**src/rtl/hazard_pkg.sv**
```systemverilog
// Shared types and encodings for the pipeline hazard controller.
//   mem_state_e : data-memory wait FSM states (IDLE, WAIT, ERR)
//   FWD_*       : E-stage operand forward select encodings
//   RESULT_SRC_LOAD : ResultSrcE value that marks a load in E
//   fwd_sel()   : forward select for one E-stage source register
package hazard_pkg;

  typedef enum logic [1:0] {
    IDLE = 2'b00,
    WAIT = 2'b01,
    ERR  = 2'b10
  } mem_state_e;

  localparam logic [1:0] FWD_RF = 2'b00;
  localparam logic [1:0] FWD_W  = 2'b01;
  localparam logic [1:0] FWD_M  = 2'b10;

  localparam logic [1:0] RESULT_SRC_LOAD = 2'b01;

  // M-stage result is younger than W-stage, so it wins when both match.
  function automatic logic [1:0] fwd_sel(input logic [4:0] rs,
                                         input logic [4:0] rd_m,
                                         input logic       we_m,
                                         input logic [4:0] rd_w,
                                         input logic       we_w);
    if (we_m && (rd_m != 5'd0) && (rd_m == rs)) begin
      return FWD_M;
    end else if (we_w && (rd_w != 5'd0) && (rd_w == rs)) begin
      return FWD_W;
    end
    return FWD_RF;
  endfunction

endpackage

```
**src/rtl/mem_wait_fsm.sv**
```systemverilog
// Data-memory wait tracker: follows an M-stage access that is not acked in its
// first cycle, raises a stall while it waits, and latches a terminal error after
// TIMEOUT unacked wait cycles.
// Ports:
//   CLK, RST     : clock, synchronous active-high reset
//   MemReqM      : M-stage load/store valid
//   MemAckM      : memory ready (data in the same cycle)
//   MemStall     : combinational stall request for the whole pipeline
//   MemBusy      : registered, access outstanding (WAIT state)
//   MemTimeout   : registered, access timed out (ERR state, cleared only by RST)
module mem_wait_fsm
  import hazard_pkg::*;
#(
  parameter int unsigned TIMEOUT = 16
) (
  input  logic CLK,
  input  logic RST,
  input  logic MemReqM,
  input  logic MemAckM,
  output logic MemStall,
  output logic MemBusy,
  output logic MemTimeout
);

  localparam int unsigned CW = $clog2(TIMEOUT + 1);
  localparam logic [CW-1:0] LastWait = CW'(TIMEOUT - 1);

  mem_state_e    state_q, state_d;
  logic [CW-1:0] wait_cnt_q, wait_cnt_d;

  always_ff @(posedge CLK) begin
    if (RST) begin
      state_q    <= IDLE;
      wait_cnt_q <= '0;
    end else begin
      state_q    <= state_d;
      wait_cnt_q <= wait_cnt_d;
    end
  end

  always_comb begin
    state_d    = state_q;
    wait_cnt_d = wait_cnt_q;
    MemStall   = 1'b0;
    unique case (state_q)
      IDLE: begin
        // A same-cycle ack completes the access with no stall at all.
        if (MemReqM && !MemAckM) begin
          state_d    = WAIT;
          wait_cnt_d = '0;
          MemStall   = 1'b1;
        end
      end
      WAIT: begin
        if (MemAckM) begin
          state_d    = IDLE;
          wait_cnt_d = '0;
        end else begin
          MemStall   = 1'b1;
          wait_cnt_d = wait_cnt_q + 1'b1;
          if (wait_cnt_q == LastWait) begin
            state_d = ERR;
          end
        end
      end
      ERR: begin
        MemStall = 1'b1;
      end
      default: begin
        state_d    = IDLE;
        wait_cnt_d = '0;
      end
    endcase
  end

  assign MemBusy    = (state_q == WAIT);
  assign MemTimeout = (state_q == ERR);

endmodule

```
**src/rtl/hazard_ctrl.sv**
```systemverilog
// Pipeline hazard controller: E-stage operand forwarding, load-use stall,
// branch flush and data-memory wait stalls, plus a saturating stall counter.
// Ports:
//   CLK, RST                    : clock, synchronous active-high reset
//   Rs1D/Rs2D, Rs1E/Rs2E        : source registers in D and E
//   RdE/RdM/RdW                 : destination registers in E, M, W
//   RegWriteM/RegWriteW         : register-file write enables in M, W
//   ResultSrcE                  : E result select (load = RESULT_SRC_LOAD)
//   PCSrcE                      : taken branch/jump resolved in E
//   MemReqM/MemAckM             : M-stage memory request / ready
//   StallF/D/E/M, FlushD/E/W    : pipeline register hold / bubble controls
//   ForwardAE/ForwardBE         : E operand forward selects
//   MemBusy/MemTimeout          : registered memory wait / error status
//   StallCnt                    : count of memory-stall cycles, saturating
module hazard_ctrl
  import hazard_pkg::*;
#(
  parameter int unsigned TIMEOUT = 16,
  parameter int unsigned CNTW    = 32
) (
  input  logic            CLK,
  input  logic            RST,
  input  logic [4:0]      Rs1D,
  input  logic [4:0]      Rs2D,
  input  logic [4:0]      Rs1E,
  input  logic [4:0]      Rs2E,
  input  logic [4:0]      RdE,
  input  logic [4:0]      RdM,
  input  logic [4:0]      RdW,
  input  logic            RegWriteM,
  input  logic            RegWriteW,
  input  logic [1:0]      ResultSrcE,
  input  logic            PCSrcE,
  input  logic            MemReqM,
  input  logic            MemAckM,
  output logic            StallF,
  output logic            StallD,
  output logic            StallE,
  output logic            StallM,
  output logic            FlushD,
  output logic            FlushE,
  output logic            FlushW,
  output logic [1:0]      ForwardAE,
  output logic [1:0]      ForwardBE,
  output logic            MemBusy,
  output logic            MemTimeout,
  output logic [CNTW-1:0] StallCnt
);

  logic            mem_stall;
  logic            load_stall;
  logic [CNTW-1:0] stall_cnt_q, stall_cnt_d;

  mem_wait_fsm #(
    .TIMEOUT (TIMEOUT)
  ) u_mem_wait_fsm (
    .CLK        (CLK),
    .RST        (RST),
    .MemReqM    (MemReqM),
    .MemAckM    (MemAckM),
    .MemStall   (mem_stall),
    .MemBusy    (MemBusy),
    .MemTimeout (MemTimeout)
  );

  assign ForwardAE = fwd_sel(Rs1E, RdM, RegWriteM, RdW, RegWriteW);
  assign ForwardBE = fwd_sel(Rs2E, RdM, RegWriteM, RdW, RegWriteW);

  assign load_stall = (ResultSrcE == RESULT_SRC_LOAD) && (RdE != 5'd0) &&
                      ((RdE == Rs1D) || (RdE == Rs2D));

  always_comb begin
    StallF = 1'b0;
    StallD = 1'b0;
    StallE = 1'b0;
    StallM = 1'b0;
    FlushD = 1'b0;
    FlushE = 1'b0;
    FlushW = 1'b0;
    if (mem_stall) begin
      // Freeze everything; a pending branch flush is held back until release
      // so the redirect is not lost while E is frozen.
      StallF = 1'b1;
      StallD = 1'b1;
      StallE = 1'b1;
      StallM = 1'b1;
      FlushW = 1'b1;
    end else begin
      StallF = load_stall;
      StallD = load_stall;
      FlushD = PCSrcE;
      FlushE = PCSrcE || load_stall;
    end
  end

  always_comb begin
    stall_cnt_d = stall_cnt_q;
    if (mem_stall && (stall_cnt_q != '1)) begin
      stall_cnt_d = stall_cnt_q + 1'b1;
    end
  end

  always_ff @(posedge CLK) begin
    if (RST) begin
      stall_cnt_q <= '0;
    end else begin
      stall_cnt_q <= stall_cnt_d;
    end
  end

  assign StallCnt = stall_cnt_q;

endmodule
```
**config.mk**
```make
export PLATFORM = sky130hd
export DESIGN_NAME = hazard_ctrl
export DESIGN_NICKNAME = d
export VERILOG_FILES = /design/src/rtl/hazard_pkg.sv /design/src/rtl/mem_wait_fsm.sv /design/src/rtl/hazard_ctrl.sv
export SDC_FILE = /design/constraint.sdc
export NUM_CORES = 1
export LEC_CHECK = 0
export CAP_MARGIN = 25
export CORE_MARGIN = 3
export CORE_UTILIZATION = 45
export DETAILED_ROUTE_END_ITERATION = 7
export PLACE_DENSITY = 0.85
export SLEW_MARGIN = 5
export SYNTH_ARGS = -nofsm -noshare
export SYNTH_HDL_FRONTEND = slang
export SYNTH_SLANG_ARGS = --single-unit
```
**constraint.sdc**
```tcl
create_clock -name CLK -period 3 [get_ports CLK]
set_clock_uncertainty 0.2 [all_clocks]
set_input_delay 0.6 -clock CLK [delete_from_list [all_inputs] [get_ports CLK]]
set_output_delay 0.6 -clock CLK [all_outputs]
set_load 0.01 [all_outputs]
```
==> results.sh <==
export IMPL_syn_instance_count=291
export IMPL_r2r_start="StallCnt[0]"
export IMPL_wl_um=7720
export IMPL_power_density_nw_per_um2=318
export IMPL_netlist_area_um2=2470
export IMPL_clk_latency_ns=0.29
export IMPL_final_min_clock_period_ns=2.99
export IMPL_synthAdderAreaFrac_pct=1.52
export IMPL_regArea_um2=781
export IMPL_worstMarginPinSlew_ns=0.862
export IMPL_synthArstFlopShare_pct=0
export IMPL_dp_hpwl_um=5590
export IMPL_dieArea_um2=6410
export IMPL_path_buf_inv=2
export IMPL_synth_top_family_by_area="simple AND/OR/NAND/NOR gates"
export IMPL_path_cells="clkdlybuf4s50_1 -> xor2_1 -> or4_1 -> nor4_2 -> buf_2"
export IMPL_grtUsageTotal_pct=23.1
export IMPL_die_w_um=80.1
export IMPL_placed_area_um2=3590
export IMPL_design_area_um2=3810
export IMPL_ys_ff_latch=39
export IMPL_clockRootBuffer="clkbuf_8"
export IMPL_synthMuxAreaShare_pct=3.55
export IMPL_cap_violations=0
export IMPL_area_delta_synth_final_pct=54.4
export IMPL_antennaDiodeCount=0
export IMPL_hold_start="StallCnt[5]"
export IMPL_slew_headroom_pct=42.0
export IMPL_critical_path_class="input port to output pin"
export IMPL_fill_cells=391
export IMPL_first_pass_iters=4
export IMPL_finalHoldViolations=0
export IMPL_period_share_pct=99.8
export IMPL_ctsHtreeMaxLevel=2
export IMPL_fp_dieH_um=80.1
export IMPL_leakagePower_nw=1.45
export IMPL_cts_clk_slew_worst_paths_ns=0.08
export IMPL_final_core_util_pct=73.2
export IMPL_synth_edf_count=0
export IMPL_synth_top_area_share_pct=31.6
export IMPL_grt_overflow=0
export IMPL_first_iter_violations=152
export IMPL_layout_cells_non_filler=474
export IMPL_setup_tns_ns=0
export IMPL_grt_pass1_vias=2673
export IMPL_vias_per_cell=5.85
export IMPL_cts_buffers=5
export IMPL_arrival_ns=2.19
export IMPL_startpoint_type="input port"
export IMPL_clock_sinks=39
export IMPL_antenna_left=0
export IMPL_ys_warn_count=0
export IMPL_io_buffers=88
export IMPL_core_area_um2=5200
export IMPL_grt_pass1_wl_um=12100
export IMPL_critPathRequiredTime_ns=2.20
export IMPL_pre_cts_ws_ns=-0.605
export IMPL_ir_worst_vdd_mv=0.363
export IMPL_seq_area_frac_synth_pct=31.6
export IMPL_synth_compound_area_share_pct=15.6
export IMPL_slew_violations=0
export IMPL_synthTopCellsByArea="dfxtp_1, xnor2_1, xor2_1"
export IMPL_yosysTopAreaCell="dfxtp_1"
export IMPL_multi_input_area_um2=1690
export IMPL_power_mw=1.21
export IMPL_ys_types=48
export IMPL_nets=450
export IMPL_placed_cells=465
export IMPL_wl_per_cell_um=16.3
export IMPL_setup_viol=0
export IMPL_cts_hold_fix_buffers=0
export IMPL_cts_tree="done"
export IMPL_cp_max_fo=2
export IMPL_cp_startpoint="Rs1E[1]"
export IMPL_synth_nets=338
export IMPL_path_delay_family="simple AND/OR/NAND/NOR gates"
export IMPL_max_freq_mhz=334
export IMPL_endpoint_kind="output pin"
export IMPL_antenna_found_initial=0
export IMPL_vias=2771
export IMPL_syn_avg_cell_area_um2=8.48
export IMPL_place_gp_congestion=0.826
export IMPL_ios=89
export IMPL_setup_ws_ns=0.00730
export IMPL_rows=26
export IMPL_start_util_pct=47.4
export IMPL_drive_gt1_share_pct=16.3
export IMPL_slowest_delay_ns=0.56
export IMPL_clk_path_buf_depth=2
export IMPL_crit_slowest_cell="or4_1"
export IMPL_synthFlopType="dfxtp_1"
export IMPL_outcome="finished clean"
export IMPL_yosys_top_cells_count="dfxtp_1, a21oi_1, nand3_1"
export IMPL_synth_most_common_cell="dfxtp_1"
export IMPL_synth_xor_area_share_pct=12.1
export IMPL_drc_errors=0
export IMPL_min_path_type="flop to flop"
export IMPL_grt_max_degree=22
export IMPL_synth_simple_gate_area_share_pct=31.8
export IMPL_hold_slack_ns=0.313
-- worst paths after layout --
check,endpoint,slack (ns),cells past startpoint
worst max register to register,StallCnt[25],0.53,6
worst min register to register,StallCnt[5],0.31,1
worst max-delay path,ForwardAE[0],0.007,5
worst min-delay path,StallCnt[5],0.31,1
-- where the power goes --
group	switching, mW	internal, mW
clock	0.190	0.269
combinational	0.0985	0.126
sequential	0.00584	0.522
-- cells in the final DEF (no fill, tap or decap), types with 4 or more instances in the layout --
cell type	n
dfxtp_1	39
nor3_1	5
or4_1	15
nand3_1	20
xor2_1	16
mux2_1	4
nand4_1	9
a31oi_1	4
a21oi_1	23
o21ai_0	7
xnor2_1	18
or3_1	7
buf_4	27
o31ai_1	13
dlymetal6s2s_1	10
nand2_1	13
nor2_1	19
nor4_4	4
nor2b_1	7
nor4_1	4
and3_1	7
clkdlybuf4s50_1	68
dlygate4sd2_1	5
clkbuf_8	6
or4_4	4
-- routing by layer --
metal	wire [um]	share of wire, %	vias to the layer above	GRT usage, %
met5	0	0	-	0
met3	606	7.9	10	5.16
met2	3720	48	128	39.7
li1	-	-	1333	-
met1	3270	42	1300	28.6
met4	114	1.5	0	6.93
-- state kept, by name, indices dropped and copies added, names as in the netlist --
name / cells
StallCnt: 32
u_mem_wait_fsm.wait_cnt_q: 5
u_mem_wait_fsm.state_q: 2
-- timing repair --
action                                  CTS  global route
endpoints found under the setup margin    7            11
buffers inserted                          0             1
resized for setup                        27            25
pin swaps                                 5             5
cloned                                    0             0
endpoints found under the hold margin     0             0
-- final cells by class --
class                      count  area share, %
tap                           70           2.30
timing repair buffer         118           29.5
multi-input combinational    235           44.2
sequential                    39           20.5
inverter                       4          0.394
clock inverter                 2          0.919
clock buffer                   6           2.17
-- kinds of logic after synthesis --
logic type | Yosys count
buffers and inverters | 17
adder cells (fa/ha/maj) | 3
XOR/XNOR | 34
multiplexers | 8
AND/OR/NAND/NOR | 129
AO/OA/AOI/OAI | 61
flip-flops | 39
Power figures use the tool's default switching activity.
